[config.mk]
export PLATFORM = sky130hd
export DESIGN_NAME = ysyx_22040088_ifq
export DESIGN_NICKNAME = d
export VERILOG_FILES = /design/src/rtl/ysyx_22040088_ifq.sv
export SDC_FILE = /design/constraint.sdc
export NUM_CORES = 1
export LEC_CHECK = 0
export BUFFER_PORTS_ARGS = -buffer_cell sky130_fd_sc_hd__buf_2
export CAP_MARGIN = 20
export CORE_AREA = 2 2 184 186
export CTS_CLUSTER_SIZE = 8
export DETAILED_ROUTE_END_ITERATION = 6
export DIE_AREA = 0 0 186 188
export SLEW_MARGIN = 10
export SYNTH_ARGS = -nofsm -noshare
export SYNTH_HDL_FRONTEND = slang
export SYNTH_SLANG_ARGS = --single-unit
[constraint.sdc]
create_clock -name clk -period 8.8 [get_ports clk]
set_input_delay 1.76 -clock clk [delete_from_list [all_inputs] [get_ports clk]]
set_output_delay 1.76 -clock clk [all_outputs]
set_load 0.02 [all_outputs]
[src/rtl/ysyx_22040088_ifq.sv]
// ysyx_22040088_ifq -- instruction fetch queue between fetch and decode.
// Circular buffer of DEPTH entries {pc, inst, jump, misalign}.
// Optional feature macro: YSYX_22040088_IFQ_BYPASS_EN. When it is defined,
// an empty queue hands the presented instruction straight through to decode
// in the same cycle, provided decode is ready.
module ysyx_22040088_ifq #(
  parameter int DEPTH = 4
) (
  input  logic                       clk,
  input  logic                       rst,
  input  logic                       in_valid,
  input  logic [63:0]                in_pc,
  input  logic [31:0]                in_inst,
  input  logic                       in_jump,
  output logic                       in_ready,
  input  logic                       flush,
  output logic                       out_valid,
  output logic [63:0]                out_pc,
  output logic [31:0]                out_inst,
  output logic                       out_jump,
  output logic                       out_misalign,
  input  logic                       out_ready,
  output logic [$clog2(DEPTH):0]     count
);
  localparam int AW = $clog2(DEPTH);
  localparam int CW = AW + 1;

  typedef struct packed {
    logic [63:0] pc;
    logic [31:0] inst;
    logic        jump;
    logic        misalign;
  } ent_t;

  ent_t            mem_q [DEPTH];
  logic [AW-1:0]   head_q, head_d;
  logic [AW-1:0]   tail_q, tail_d;
  logic [CW-1:0]   count_q, count_d;
  ent_t            in_ent, head_ent;
  logic            byp, push, pop;

  assign in_ent   = '{pc: in_pc, inst: in_inst, jump: in_jump,
                      misalign: (in_pc[1:0] != 2'b00)};
  assign head_ent = mem_q[head_q];

`ifdef YSYX_22040088_IFQ_BYPASS_EN
  // Empty queue and decode ready: hand the instruction over without storing it.
  assign byp = !rst && (count_q == '0) && in_valid && out_ready && !flush;
`else
  assign byp = 1'b0;
`endif

  // Occupancy is reported as zero for the whole reset cycle, not one edge later.
  assign count     = rst ? '0 : count_q;
  assign in_ready  = !rst && (count_q < CW'(DEPTH));
  assign out_valid = byp || (!rst && (count_q != '0) && !flush);

  // Head entry, or the incoming one while bypassing.
  always_comb begin
    out_pc       = head_ent.pc;
    out_inst     = head_ent.inst;
    out_jump     = head_ent.jump;
    out_misalign = head_ent.misalign;
    if (byp) begin
      out_pc       = in_ent.pc;
      out_inst     = in_ent.inst;
      out_jump     = in_ent.jump;
      out_misalign = in_ent.misalign;
    end
  end

  // A bypassed instruction is neither pushed nor popped.
  assign push = in_valid && in_ready && !flush && !byp;
  assign pop  = out_valid && out_ready && !byp;

  // Next pointers and occupancy. A flush wins over any concurrent push or pop.
  always_comb begin
    head_d  = head_q;
    tail_d  = tail_q;
    count_d = count_q;
    if (flush) begin
      head_d  = '0;
      tail_d  = '0;
      count_d = '0;
    end else begin
      if (pop)  head_d = head_q + 1'b1;
      if (push) tail_d = tail_q + 1'b1;
      if (push && !pop)      count_d = count_q + 1'b1;
      else if (pop && !push) count_d = count_q - 1'b1;
    end
  end

  // Control state. Reset has priority over flush, push and pop.
  always_ff @(posedge clk) begin
    if (rst) begin
      head_q  <= '0;
      tail_q  <= '0;
      count_q <= '0;
    end else begin
      head_q  <= head_d;
      tail_q  <= tail_d;
      count_q <= count_d;
    end
  end

  // Entry storage is deliberately not reset. push is already blocked during rst.
  always_ff @(posedge clk) begin
    if (push) mem_q[tail_q] <= in_ent;
  end
endmodule

==> results of run 1 <==
metal layers:
metal | global-route usage, % | part of all wire, % | wire (µm) | up-vias
met2 | 25.6 | 48 | 13300 | 210
met3 | 5.57 | 8.5 | 2370 | 50
met5 | 0 | 0.16 | 45 | -
met1 | 21.2 | 42 | 11600 | 3407
met4 | 4.06 | 1.8 | 506 | 8
li1 | - | - | - | 2911
worst max-delay path, cell delays in order (launching register included):
cell and delay, ns:
dfxtp_4 0.63, buf_4 0.75, mux4_2 0.65, buf_2 0.19
cells by family after synthesis:
family                   count (synthesis)  synth area share, %
flip-flops                             401                 81.8
multiplexers                           100                 15.2
buffers and inverters                   27                 1.07
AND/OR/NAND/NOR                         24                0.848
adder cells (fa/ha/maj)                  6                0.565
XOR/XNOR                                 5                0.300
AO/OA/AOI/OAI                            4                0.180
area by class of cell:
class,instances,area share (%)
Clock inverter,1,0.0496
Antenna cell,2,0.0284
Timing Repair Buffer,211,6.08
Multi-Input combinational cell,139,14.3
Clock buffer,78,8.53
Inverter,3,0.0638
Tap cell,448,3.18
Sequential cell,401,67.8
synth_stat cells (all sizes together):
cell type | instances | area (µm²)
edfxtp | 392 | 11800
mux4 | 98 | 2210
buf | 15 | 111
nor2 | 10 | 37.5
clkbuf | 9 | 33.8
dfxtp | 9 | 180
ha | 5 | 62.6
and3 | 4 | 25.0
nor2b | 4 | 25.0
xor2 | 4 | 35.0
inv | 3 | 11.3
or2 | 3 | 18.8
mux2i | 2 | 20.0
a21oi | 1 | 5.00
and2 | 1 | 6.26
fa | 1 | 20.0
nor3 | 1 | 5.00
o21ai | 1 | 5.00
o311ai | 1 | 8.76
o31ai | 1 | 7.51
or3 | 1 | 6.26
xnor2 | 1 | 8.76
report_power, final:
| group | switching, µW | total, µW | internal [µW] |
|---|---|---|---|
| logic | 81.2 | 133 | 52.2 |
| clock network | 696 | 1850 | 1160 |
| registers | 6.37 | 2130 | 2120 |
| total | 784 | 4110 | 3330 |
flip-flops by register name (all words and copies together) (netlist names), named ones only:
| register | flops |
|---|---|
| count_q | 3 |
| head_q | 2 |
| tail_q | 2 |
| mem_q | 392 |
per-stage QoR:
step | hold slack [ns] | utilization (%) | cells
floorplan | 0.485 | - | 567
global placement | 0.504 | 48.7 | 1202
detailed placement | 0.518 | 48.7 | 1202
CTS | 0.528 | 53.3 | 1281
global route | 0.561 | 53.3 | 1282
finish | 0.525 | 53.3 | 1283
final timing paths:
check	from	endpoint	slack, ns
worst max register to register	count_q[2]$_SDFFE_PP0P_	mem_q[0][5]$_DFFE_PP_	6.00
worst max-delay path	flip-flop	out_pc[1]	4.26
worst min register to register	head_q[1]$_SDFFE_PP0P_	head_q[1]$_SDFFE_PP0P_	0.53
worst min-delay path	head_q[1]$_SDFFE_PP0P_	head_q[1]$_SDFFE_PP0P_	0.53
==> impl_metrics.toml, run 1 <==
[timing]
finalSetupViolCount = 0
post-route-min-period_ns = 4.54
fin_skew_ns = 0.0118
worstMarginPinSlew_ns = 0.968
tns_ns = 0
fin_crit_sh_pct = 51.6
fmax_mhz = 220
timing.final.ws_setup_ns = 4.26
rsz0062_at_grt = "false"
finalHoldViolations = 0
relSlewSlack_pct = 35.5
finalMaxSlewViolations = 0

[layout]
multiInputGateArea_um2 = 2520
area_growth_syn_to_layout_pct = 20.8
seqCellArea_um2 = 12000
final_common_cell = "edfxtp_1"
drive_above_1_share_pct = 45.1
fill_cells = 2565
nNetsFinal = 920
final_cell_mix = "edfxtp_1 (392), buf_2 (204), mux4_2 (98), clkbuf_16 (57), clkbuf_1 (21)"
post-route-cell-area_um2 = 17600

[synth]
netlist_area_um2 = 14600
syn_inst = 567
yosysWarnings = 0
synth.yosys.seq_area_share_pct = 81.8
yosys_register_bits = 401
avgSynthCellArea_um2 = 25.8
yosysUniqueCellTypes = 24
synth_nets = 675

[worst_setup_path]
arrival_ns = 2.78
critPathRequiredTime_ns = 7.04
critPathMaxFanout = 40
worstSetupEndpointType = "output pin"
crit_type = "reg2out"
reg2regPathDepth = 3
worst_setup_path_start_kind = "flip-flop"

[pwr]
vdd_drop_max_mv = 0.134
power_uw = 4110
power.leakage_uw = 0.00582
power_density_nw_per_um2 = 233

[placed_design]
dpl_worst_slack_ns = 4.42
globalplace.congestion = 0.740
port_buffers = 204
hpwl_mm = 16.5
dpl_cell_area_um2 = 16100

[worst_hold_path]
hold_class = "reg2reg"
worst_hold_path.num_cells = 2

[run_status]
outcome = "finished clean"

[grt]
grt_antenna_before_repair = 7
grt.total_usage_pct = 16.0
grt_max_degree = 65
overflow = 0
grt_pass1_wl_mm = 41.6
grt_pass1_vias = 7148

[detailed_routing]
ant_nets = 0
wirelength_mm = 27.8
vias = 6586
drt_iter0_drc = 439
wl_per_cell_um = 21.7
dr.pass1.iters = 4
drc = 0
via_per_inst = 5.13

[clock_tree]
path_clk_slew_ns = 0.05
h-tree-depth = 2
ctsHoldBuffers = 0
numCtsBuffers = 56
cts_resized = 0
ctsLongestPathBuffers = 3
post-cts-setup-buffers = 0
cts_root_buffer = "clkbuf_16"
clock_sink_count = 401
clock_latency_ns = 0.55
cts_tree = "yes"

[run]
drv_cap = 0

[floorplan]
start_util_pct = 44.1
die-area_um2 = 35000
ioPinCount = 205
design.core.area_um2 = 33100
fp-row-count = 67
die_w_um = 186
fp.dieH_um = 188
No activity file was read; power rests on OpenSTA's default activity.
==> run 2: changes to the inputs <==
PLACE_DENSITY = 0.67   (was default)
clock period = 3.9 ns   (was 8.8 ns; I/O delays follow)
==> run 2 against run 1 <==
Net effect:
- sequential power rose by 130%
- setup slack worse by 3.4 ns
- register-to-register slack worse by 4.4 ns
- wire length is 2.1% lower
==> impl_metrics.toml, run 2 (synthesis gave the netlist of run 1 again) <==
[worst_setup_path]
critPathMaxFanout = 35
reg2reg_to = "count_q[2]$_SDFFE_PP0P_"
r2r_slack_ns = 1.59
r2r_start = "count_q[2]$_SDFFE_PP0P_"
crit_type = "reg2out"
crit_end = "out_pc[50]"
reg2regPathDepth = 8
worst_setup_path_start_kind = "flip-flop"
worstSetupEndpointType = "output pin"
arrival_ns = 2.30
critPathRequiredTime_ns = 3.12

[layout]
drive_above_1_share_pct = 46.3
nNetsFinal = 928
post-route-cell-area_um2 = 17800
area_growth_syn_to_layout_pct = 21.8
largest_register_ffs = 392
final_common_cell = "edfxtp_1"
final_cell_mix = "edfxtp_1 (392), buf_2 (204), mux4_2 (98), clkbuf_16 (57), clkbuf_1 (12)"
largest-register = "mem_q"
fin_util_pct = 53.8
top_regs = "mem_q: 392 flops, count_q: 3 flops"

[placed_design]
globalplace.congestion = 0.714
port_buffers = 204
hpwl_mm = 16.2
dpl_cell_area_um2 = 16300
dpl_worst_slack_ns = 1.12

[clock_tree]
cts_resized = 0
h-tree-depth = 2
clock_sink_count = 401
ctsLongestPathBuffers = 3
post-cts-setup-buffers = 0
numCtsBuffers = 56
clock_latency_ns = 0.56
cts_tree = "yes"
cts_root_buffer = "clkbuf_16"
path_clk_slew_ns = 0.05
ctsHoldBuffers = 0

[floorplan]
die_w_um = 186
ioPinCount = 205
fp-row-count = 67
start_util_pct = 44.1
fp.dieH_um = 188
die-area_um2 = 35000
design.core.area_um2 = 33100

[pwr]
internal_power_uw = 7490
power.leakage_uw = 0.00589
power_density_nw_per_um2 = 521
power_frac_seq_pct = 51.8
swShare_pct = 19.2
pwr-share-clk_pct = 45.0
power_uw = 9270
vdd_drop_max_mv = 0.351
combPwrFrac_pct = 3.3
switchingPower_uw = 1780

[timing]
fin_skew_ns = 0.0208
relSlewSlack_pct = 52.5
tns_ns = 0
fmax_mhz = 325
timing.final.ws_setup_ns = 0.825
rsz0062_at_grt = "false"
finalHoldViolations = 0
finalSetupViolCount = 0
finalMaxSlewViolations = 0
post-route-min-period_ns = 3.08
worstMarginPinSlew_ns = 0.713
fin_crit_sh_pct = 78.9

[run_status]
outcome = "finished clean"

[detailed_routing]
ant_nets = 0
via_per_inst = 5.21
vias = 6684
drt_iter0_drc = 432
wirelength_mm = 27.2
dr.pass1.iters = 6
wl_per_cell_um = 21.2
drc = 0

[grt]
grt_max_degree = 64
grt.total_usage_pct = 15.9
grt_pass1_vias = 7343
overflow = 0
grt_antenna_before_repair = 1
grt_pass1_wl_mm = 41.8

[run]
drv_cap = 0

[worst_hold_path]
worst_hold_path.num_cells = 1
hold_class = "in2reg"
-- run 2: power by group through the flow --
stage	Clock, µW	Sequential [µW]	Combinational [µW]
floorplan	0	4880	150
global placement	0	4880	301
CTS	4300	4800	310
global route	4470	4800	331
finish	4170	4800	304
detailed placement	0	4880	309
-- run 2: cell type report --
class / count / area [µm²]
antenna: 1 / 2.50
clock buffer: 69 / 1470
clock inverter: 3 / 26.3
fill: 2559 / 15300
inverter: 3 / 11.3
multi-input combinational: 139 / 2520
sequential: 401 / 12000
tap: 448 / 561
timing repair buffer: 219 / 1250
-- run 2: worst min path at each step --
| stage | startpoint | end |
|---|---|---|
| 6_report | in_inst[8] | mem_q[2][10]$_DFFE_PP_ |
| 3_3_place_gp | head_q[0]$_SDFFE_PP0P_ | head_q[0]$_SDFFE_PP0P_ |
| 5_1_grt | in_inst[18] | mem_q[2][20]$_DFFE_PP_ |
| 3_5_place_dp | head_q[1]$_SDFFE_PP0P_ | flip-flop |
| 2_1_floorplan | head_q[1]$_SDFFE_PP0P_ | flip-flop |
| 4_1_cts | in_inst[10] | mem_q[3][12]$_DFFE_PP_ |
-- run 2: layer usage --
layer,routed length [µm],GRT usage (%),vias to the layer above
li1,-,-,2921
met5,7,0,-
met2,13300,25.3,213
met4,530,4.85,2
met3,2120,4.91,43
met1,11300,21.1,3505
-- run 2: metrics by stage --
stage / std cells / hold slack, ns
finish: 1283 / 0.434
global route: 1282 / 0.410
CTS: 1282 / 0.401
detailed placement: 1210 / 0.516
global placement: 1210 / 0.511
floorplan: 567 / 0.485
-- run 2: worst max-delay path, cell delays in order, from the launching register on --
cell,delay [ns]
dfxtp_4,0.35
buf_4,0.55
mux4_2,0.61
buf_2,0.18
